===== src/rtl/sensor_pkg.sv =====
// rtl/sensor_pkg.sv - shared state encoding for the parking sensor front end
//
// Purpose : Channel FSM state enumeration, shared by sensor_channel and
//           other parking blocks that decode per-channel occupancy state.
// Ports   : none (package)
package sensor_pkg;

    typedef enum logic [1:0] {
        ST_IDLE     = 2'd0,
        ST_OCCUPIED = 2'd1,
        ST_STUCK    = 2'd2
    } sensor_state_t;

endpackage


===== src/rtl/sensor_channel.sv =====
// rtl/sensor_channel.sv - one sensor line: synchroniser, debounce, passage FSM, occupancy timer
//
// Purpose : Cleans up one raw sensor line and tracks a vehicle passing it.
// Ports   : i_clk, i_reset      clock, asynchronous active-high reset
//           i_raw               asynchronous raw line (1 = beam blocked)
//           i_enable            channel takes part in passage/fault tracking
//           i_fault_clear       request to leave the stuck state
//           o_stable            debounced level
//           o_passed            one-cycle pulse when a vehicle has fully passed
//           o_stuck             channel is in the stuck state
module sensor_channel
    import sensor_pkg::*;
#(
    parameter int DEBOUNCE_DELAY = 5,
    parameter int STUCK_TIMEOUT  = 1000,
    parameter int TIMER_W        = 16
) (
    input  logic i_clk,
    input  logic i_reset,
    input  logic i_raw,
    input  logic i_enable,
    input  logic i_fault_clear,
    output logic o_stable,
    output logic o_passed,
    output logic o_stuck
);

    localparam int DB_W = (DEBOUNCE_DELAY > 1) ? $clog2(DEBOUNCE_DELAY) : 1;
    localparam logic [DB_W-1:0]    DB_LAST = DB_W'(DEBOUNCE_DELAY - 1);
    localparam logic [TIMER_W-1:0] TO_LAST = TIMER_W'(STUCK_TIMEOUT - 1);

    logic [1:0]         r_sync;
    logic [DB_W-1:0]    r_db_cnt;
    logic               r_stable;
    sensor_state_t      r_state;
    logic [TIMER_W-1:0] r_timer;
    logic               r_passed;

    sensor_state_t      w_state_nxt;
    logic [TIMER_W-1:0] w_timer_nxt;
    logic               w_passed_nxt;

    // Debounce: the stable level only flips after DEBOUNCE_DELAY consecutive
    // synchronised samples disagree with it; any agreeing sample restarts the run.
    always_ff @(posedge i_clk or posedge i_reset) begin
        if (i_reset) begin
            r_sync   <= 2'b00;
            r_db_cnt <= '0;
            r_stable <= 1'b0;
        end else begin
            r_sync <= {r_sync[0], i_raw};
            if (r_sync[1] != r_stable) begin
                if (r_db_cnt == DB_LAST) begin
                    r_stable <= ~r_stable;
                    r_db_cnt <= '0;
                end else begin
                    r_db_cnt <= r_db_cnt + 1'b1;
                end
            end else begin
                r_db_cnt <= '0;
            end
        end
    end

    always_ff @(posedge i_clk or posedge i_reset) begin
        if (i_reset) begin
            r_state  <= ST_IDLE;
            r_timer  <= '0;
            r_passed <= 1'b0;
        end else begin
            r_state  <= w_state_nxt;
            r_timer  <= w_timer_nxt;
            r_passed <= w_passed_nxt;
        end
    end

    // Within OCCUPIED, losing the enable discards the occupancy, and a falling
    // stable level takes priority over the timeout so a late release still counts.
    always_comb begin
        w_state_nxt  = r_state;
        w_timer_nxt  = '0;
        w_passed_nxt = 1'b0;
        case (r_state)
            ST_IDLE: begin
                if (r_stable && i_enable) begin
                    w_state_nxt = ST_OCCUPIED;
                end
            end
            ST_OCCUPIED: begin
                if (!i_enable) begin
                    w_state_nxt = ST_IDLE;
                end else if (!r_stable) begin
                    w_state_nxt  = ST_IDLE;
                    w_passed_nxt = 1'b1;
                end else if (r_timer == TO_LAST) begin
                    w_state_nxt = ST_STUCK;
                end else begin
                    w_timer_nxt = r_timer + 1'b1;
                end
            end
            ST_STUCK: begin
                if (i_fault_clear && !r_stable) begin
                    w_state_nxt = ST_IDLE;
                end
            end
            default: begin
                w_state_nxt = ST_IDLE;
            end
        endcase
    end

    assign o_stable = r_stable;
    assign o_passed = r_passed;
    assign o_stuck  = (r_state == ST_STUCK);

endmodule


===== src/rtl/sensor_array_interface.sv =====
// rtl/sensor_array_interface.sv - multi-channel parking sensor front end
//
// Purpose : NUM_CH debounced sensor channels plus aggregate fault flag and
//           saturating passage counter.
// Ports   : i_clk, i_reset         clock, asynchronous active-high reset
//           i_raw_sensor           raw sensor lines
//           i_channel_enable       per-channel tracking enable
//           i_fault_clear          per-channel stuck-fault clear
//           o_sensor_stable        debounced levels
//           o_passed               per-channel passage pulses
//           o_stuck_fault          per-channel sticky stuck flags
//           o_any_fault            registered OR of o_stuck_fault
//           o_total_count          saturating count of passage pulses
module sensor_array_interface
    import sensor_pkg::*;
#(
    parameter int NUM_CH         = 4,
    parameter int DEBOUNCE_DELAY = 5,
    parameter int STUCK_TIMEOUT  = 1000,
    parameter int TIMER_W        = 16,
    parameter int CNT_W          = 16
) (
    input  logic              i_clk,
    input  logic              i_reset,
    input  logic [NUM_CH-1:0] i_raw_sensor,
    input  logic [NUM_CH-1:0] i_channel_enable,
    input  logic [NUM_CH-1:0] i_fault_clear,
    output logic [NUM_CH-1:0] o_sensor_stable,
    output logic [NUM_CH-1:0] o_passed,
    output logic [NUM_CH-1:0] o_stuck_fault,
    output logic              o_any_fault,
    output logic [CNT_W-1:0]  o_total_count
);

    localparam int PC_W  = $clog2(NUM_CH + 1);
    localparam int SUM_W = CNT_W + PC_W;

    logic [NUM_CH-1:0] w_passed;
    logic [NUM_CH-1:0] w_stuck;
    logic [PC_W-1:0]   w_pop;
    logic [SUM_W-1:0]  w_sum;
    logic [CNT_W-1:0]  w_count_nxt;
    logic [CNT_W-1:0]  r_count;
    logic              r_any_fault;

    for (genvar g = 0; g < NUM_CH; g++) begin : g_ch
        sensor_channel #(
            .DEBOUNCE_DELAY (DEBOUNCE_DELAY),
            .STUCK_TIMEOUT  (STUCK_TIMEOUT),
            .TIMER_W        (TIMER_W)
        ) u_ch (
            .i_clk         (i_clk),
            .i_reset       (i_reset),
            .i_raw         (i_raw_sensor[g]),
            .i_enable      (i_channel_enable[g]),
            .i_fault_clear (i_fault_clear[g]),
            .o_stable      (o_sensor_stable[g]),
            .o_passed      (w_passed[g]),
            .o_stuck       (w_stuck[g])
        );
    end

    always_comb begin
        w_pop = '0;
        for (int i = 0; i < NUM_CH; i++) begin
            w_pop = w_pop + PC_W'(w_passed[i]);
        end
    end

    // Widened sum: any carry above CNT_W means the counter would wrap, so clamp.
    assign w_sum       = SUM_W'(r_count) + SUM_W'(w_pop);
    assign w_count_nxt = (w_sum[SUM_W-1:CNT_W] != '0) ? '1 : w_sum[CNT_W-1:0];

    always_ff @(posedge i_clk or posedge i_reset) begin
        if (i_reset) begin
            r_count     <= '0;
            r_any_fault <= 1'b0;
        end else begin
            r_count     <= w_count_nxt;
            r_any_fault <= |w_stuck;
        end
    end

    assign o_passed      = w_passed;
    assign o_stuck_fault = w_stuck;
    assign o_any_fault   = r_any_fault;
    assign o_total_count = r_count;

endmodule


===== config.mk =====
export PLATFORM = sky130hd
export DESIGN_NAME = sensor_array_interface
export DESIGN_NICKNAME = d
export VERILOG_FILES = /design/src/rtl/sensor_pkg.sv /design/src/rtl/sensor_channel.sv /design/src/rtl/sensor_array_interface.sv
export SDC_FILE = /design/constraint.sdc
export NUM_CORES = 1
export LEC_CHECK = 0
export CORE_ASPECT_RATIO = 1.2
export CORE_MARGIN = 5
export CORE_UTILIZATION = 55
export DETAILED_ROUTE_END_ITERATION = 10
export PLACE_DENSITY = 0.76
export SLEW_MARGIN = 10
export SYNTH_ARGS = -nofsm -noshare
export SYNTH_HDL_FRONTEND = slang
export SYNTH_SLANG_ARGS = --single-unit

===== constraint.sdc =====
create_clock -name i_clk -period 7.1 [get_ports i_clk]
set_input_delay 1.065 -clock i_clk [delete_from_list [all_inputs] [get_ports i_clk]]
set_output_delay 1.065 -clock i_clk [all_outputs]
set_load 0.03 [all_outputs]

==> flow_metrics.tcl <==
set metrics [dict create \
    status "finished, final reports clean" \
    final.setup.worst_slack_ns 4.13 \
    drt_iter0_drc 198 \
    final_cells 723 \
    final_cell_area_um2 6610 \
    fp.dieH_um 120 \
    wire_per_inst_um 14.4 \
    placed_cell_area_um2 5980 \
    slew_headroom_pct 28.6 \
    yosysWarnings 0 \
    slew_viol_final 0 \
    track_usage_pct 18.4 \
    synthTopCellsByCount "dfrtp_1 (117), nor2_1 (76), nand2_1 (40)" \
    grt_max_degree 67 \
    yosysMostFrequentCell "dfrtp_1" \
    cts_tree "done" \
    synth_top_area_share_pct 52.6 \
    dieArea_um2 12200 \
    io_pins 43 \
    clock_skew_ns 0.00736 \
    async_flop_share_pct 100 \
    peakVddDrop_uv 159 \
    cts_buffers 17 \
    grt_pass1_vias 3918 \
    drc 0 \
    cts.sink_count 117 \
    avgViaCountPerCell 5.48 \
    max_freq_mhz 337 \
    area_growth_pct 18.6 \
    slowest_delay_ns 0.75 \
    yosysUniqueCellTypes 46 \
    antenna_found_initial 0 \
    cpLargestDelayFamily "buffers and inverters" \
    final_nets 614 \
    cts_root_buffer "clkbuf_16" \
    wl_um 10400 \
    htree_levels 4 \
    ys.flop_type "dfrtp_1" \
    layout_min_cycle_time_ns 2.97 \
    die_x_um 102 \
    cts_resized 0 \
    synth_area_leaders "dfrtp_1 (53%), xnor2_1 (5.5%), nor2_1 (5.1%), xor2_1 (4.1%), ha_1 (2.9%)" \
    clockBufferDepth 2 \
    p_leak_nw 2.78 \
    first_pass_iters 4 \
    drv_cap 0 \
    synth.avg_cell_area_um2 10.1 \
    startpoint_type "register" \
    crit_chain "nor2b_1, clkdlybuf4s50_1" \
    cp_slowest_cell "clkdlybuf4s50_1" \
    ys_ff_latch 117 \
    dp_cells 691 \
    core_area_um2 9960 \
    cp.required_ns 6.03 \
    grt_first_pass_wirelength_um 17800 \
    syn_area_um2 5570 \
    start_util_pct 55.9 \
    cp.arrival_ns 1.90 \
    endpoint_kind "primary output" \
    final-hold-violation-count 0 \
    fin_setup_tns_ns 0 \
    path_buf_inv 1 \
    worstHoldPathType "reg -> reg" \
    synth-edff-count 0 \
    antenna_left 0 \
    clock_latency_ns 0.40 \
    tightest_slew_ns 1.07 \
    path_clk_slew_ns 0.05 \
    fin_crit_sh_pct 41.8 \
    grt_overflow_total 0 \
    setup_viol 0 \
    powerDensity_nw_per_um2 300 \
    cp_max_fo 4 \
    portBuffers 42 \
    num_vias 3962 \
    rows 40 \
    place.detailed.hpwl_um 7070 \
    fin_util_pct 66.3 \
    drive_gt1_share_pct 7.20 \
    place_congestion 0.812 \
    post_cts_buffers 0 \
    ys_seq_area_share_pct 52.6 \
    p_total_mw 1.98 \
    dp_slack_ns 4.21 \
    n_antenna_cell 0 \
    rsz0062_at_grt "false" \
    worstSetupPathType "reg -> out" \
    synthCells 549 \
    synth_area_leader_cell "dfrtp_1" \
    cts-hold-fix-buffers 0 \
    whs_ns 0.343 \
    syn_nets 579 \
]
[cells in the final DEF, fill, tap and decap left out, types with 2 or more instances in the layout]
| master | count |
|---|---|
| dfrtp_1 | 117 |
| nor2_1 | 76 |
| clkdlybuf4s50_1 | 42 |
| nand2_1 | 40 |
| xnor2_1 | 35 |
| nand3_1 | 29 |
| inv_1 | 28 |
| xor2_1 | 26 |
| nand4_1 | 21 |
| clkbuf_16 | 17 |
| nor3_1 | 16 |
| a21oi_1 | 16 |
| nor4_1 | 14 |
| ha_1 | 13 |
| o21ai_0 | 12 |
| nor2b_1 | 11 |
| and4_1 | 7 |
| and3_1 | 7 |
| and2_1 | 6 |
| or3_1 | 6 |
| mux2_2 | 6 |
| clkbuf_8 | 5 |
| or4_1 | 3 |
| or4_4 | 3 |
| o2111ai_1 | 3 |
| nand2b_1 | 3 |
| fa_1 | 3 |
| clkinv_2 | 3 |
| bufinv_16 | 3 |
| nor3b_1 | 2 |
| a21o_1 | 2 |
| o31ai_1 | 2 |
| clkbuf_1 | 2 |
| clkinvlp_4 | 2 |
[logic make-up after synthesis]
kind of cell,share of synthesized area (%)
AOI/OAI and AO/OA,4.27
muxes,1.39
adders and majority gates,4.00
xor gates and xnor gates,9.59
DFF,52.6
and+or+nand+nor,23.1
buffers and inverters,5.06
[layout make-up]
type,instances,area (um2)
Clock buffer,24,502
Clock inverter,8,120
Fill cell,762,3350
Inverter,29,111
Multi-Input combinational cell,376,2360
Sequential cell,117,2930
Tap cell,126,158
Timing Repair Buffer,43,428
[registers in the layout (all words and copies together) (netlist names)]
register / cells
g_ch.u_ch.r_db_cnt: 12
g_ch.u_ch.r_timer: 64
o_total_count: 16
g_ch.u_ch.o_passed: 4
o_any_fault: 1
g_ch.u_ch.r_sync: 8
g_ch.u_ch.o_stable: 4
g_ch.u_ch.r_state: 8
[where the power goes]
group | leakage (nW) | switching (mW) | internal [mW]
sequential | 1.59 | 0.0699 | 0.730
combinational | 0.891 | 0.172 | 0.135
clock | 0.302 | 0.281 | 0.596
total | 2.78 | 0.523 | 1.46
[worst paths after layout]
kind / depth (start not counted) / to / start / slack (ns)
setup / recovery: 2 / o_stuck_fault[2] / g_ch[2].u_ch.r_state[0] / 4.13
hold / removal: 0 / g_ch[0].u_ch.r_sync[1] / g_ch[0].u_ch.r_sync[0] / 0.34
setup reg to reg: 9 / o_total_count[11] / o_total_count[0] / 4.13
hold reg to reg: 0 / g_ch[0].u_ch.r_sync[1] / g_ch[0].u_ch.r_sync[0] / 0.34
max in group asynchronous: 3 / g_ch[0].u_ch.r_timer[1] / i_reset / 4.74
min in group asynchronous: 2 / g_ch[3].u_ch.r_sync[0] / i_reset / 1.10
[metal layers]
layer / GRT usage, % / routed length (um) / vias to the layer above / share of wire, %
met2: 31.3 / 5410 / 75 / 52
met3: 4.67 / 404 / 16 / 3.9
li1: - / - / 1933 / -
met5: 0 / 0 / - / 0
met1: 22.2 / 4480 / 1938 / 43
met4: 7.47 / 156 / 0 / 1.5
Power figures use the tool's default switching activity.
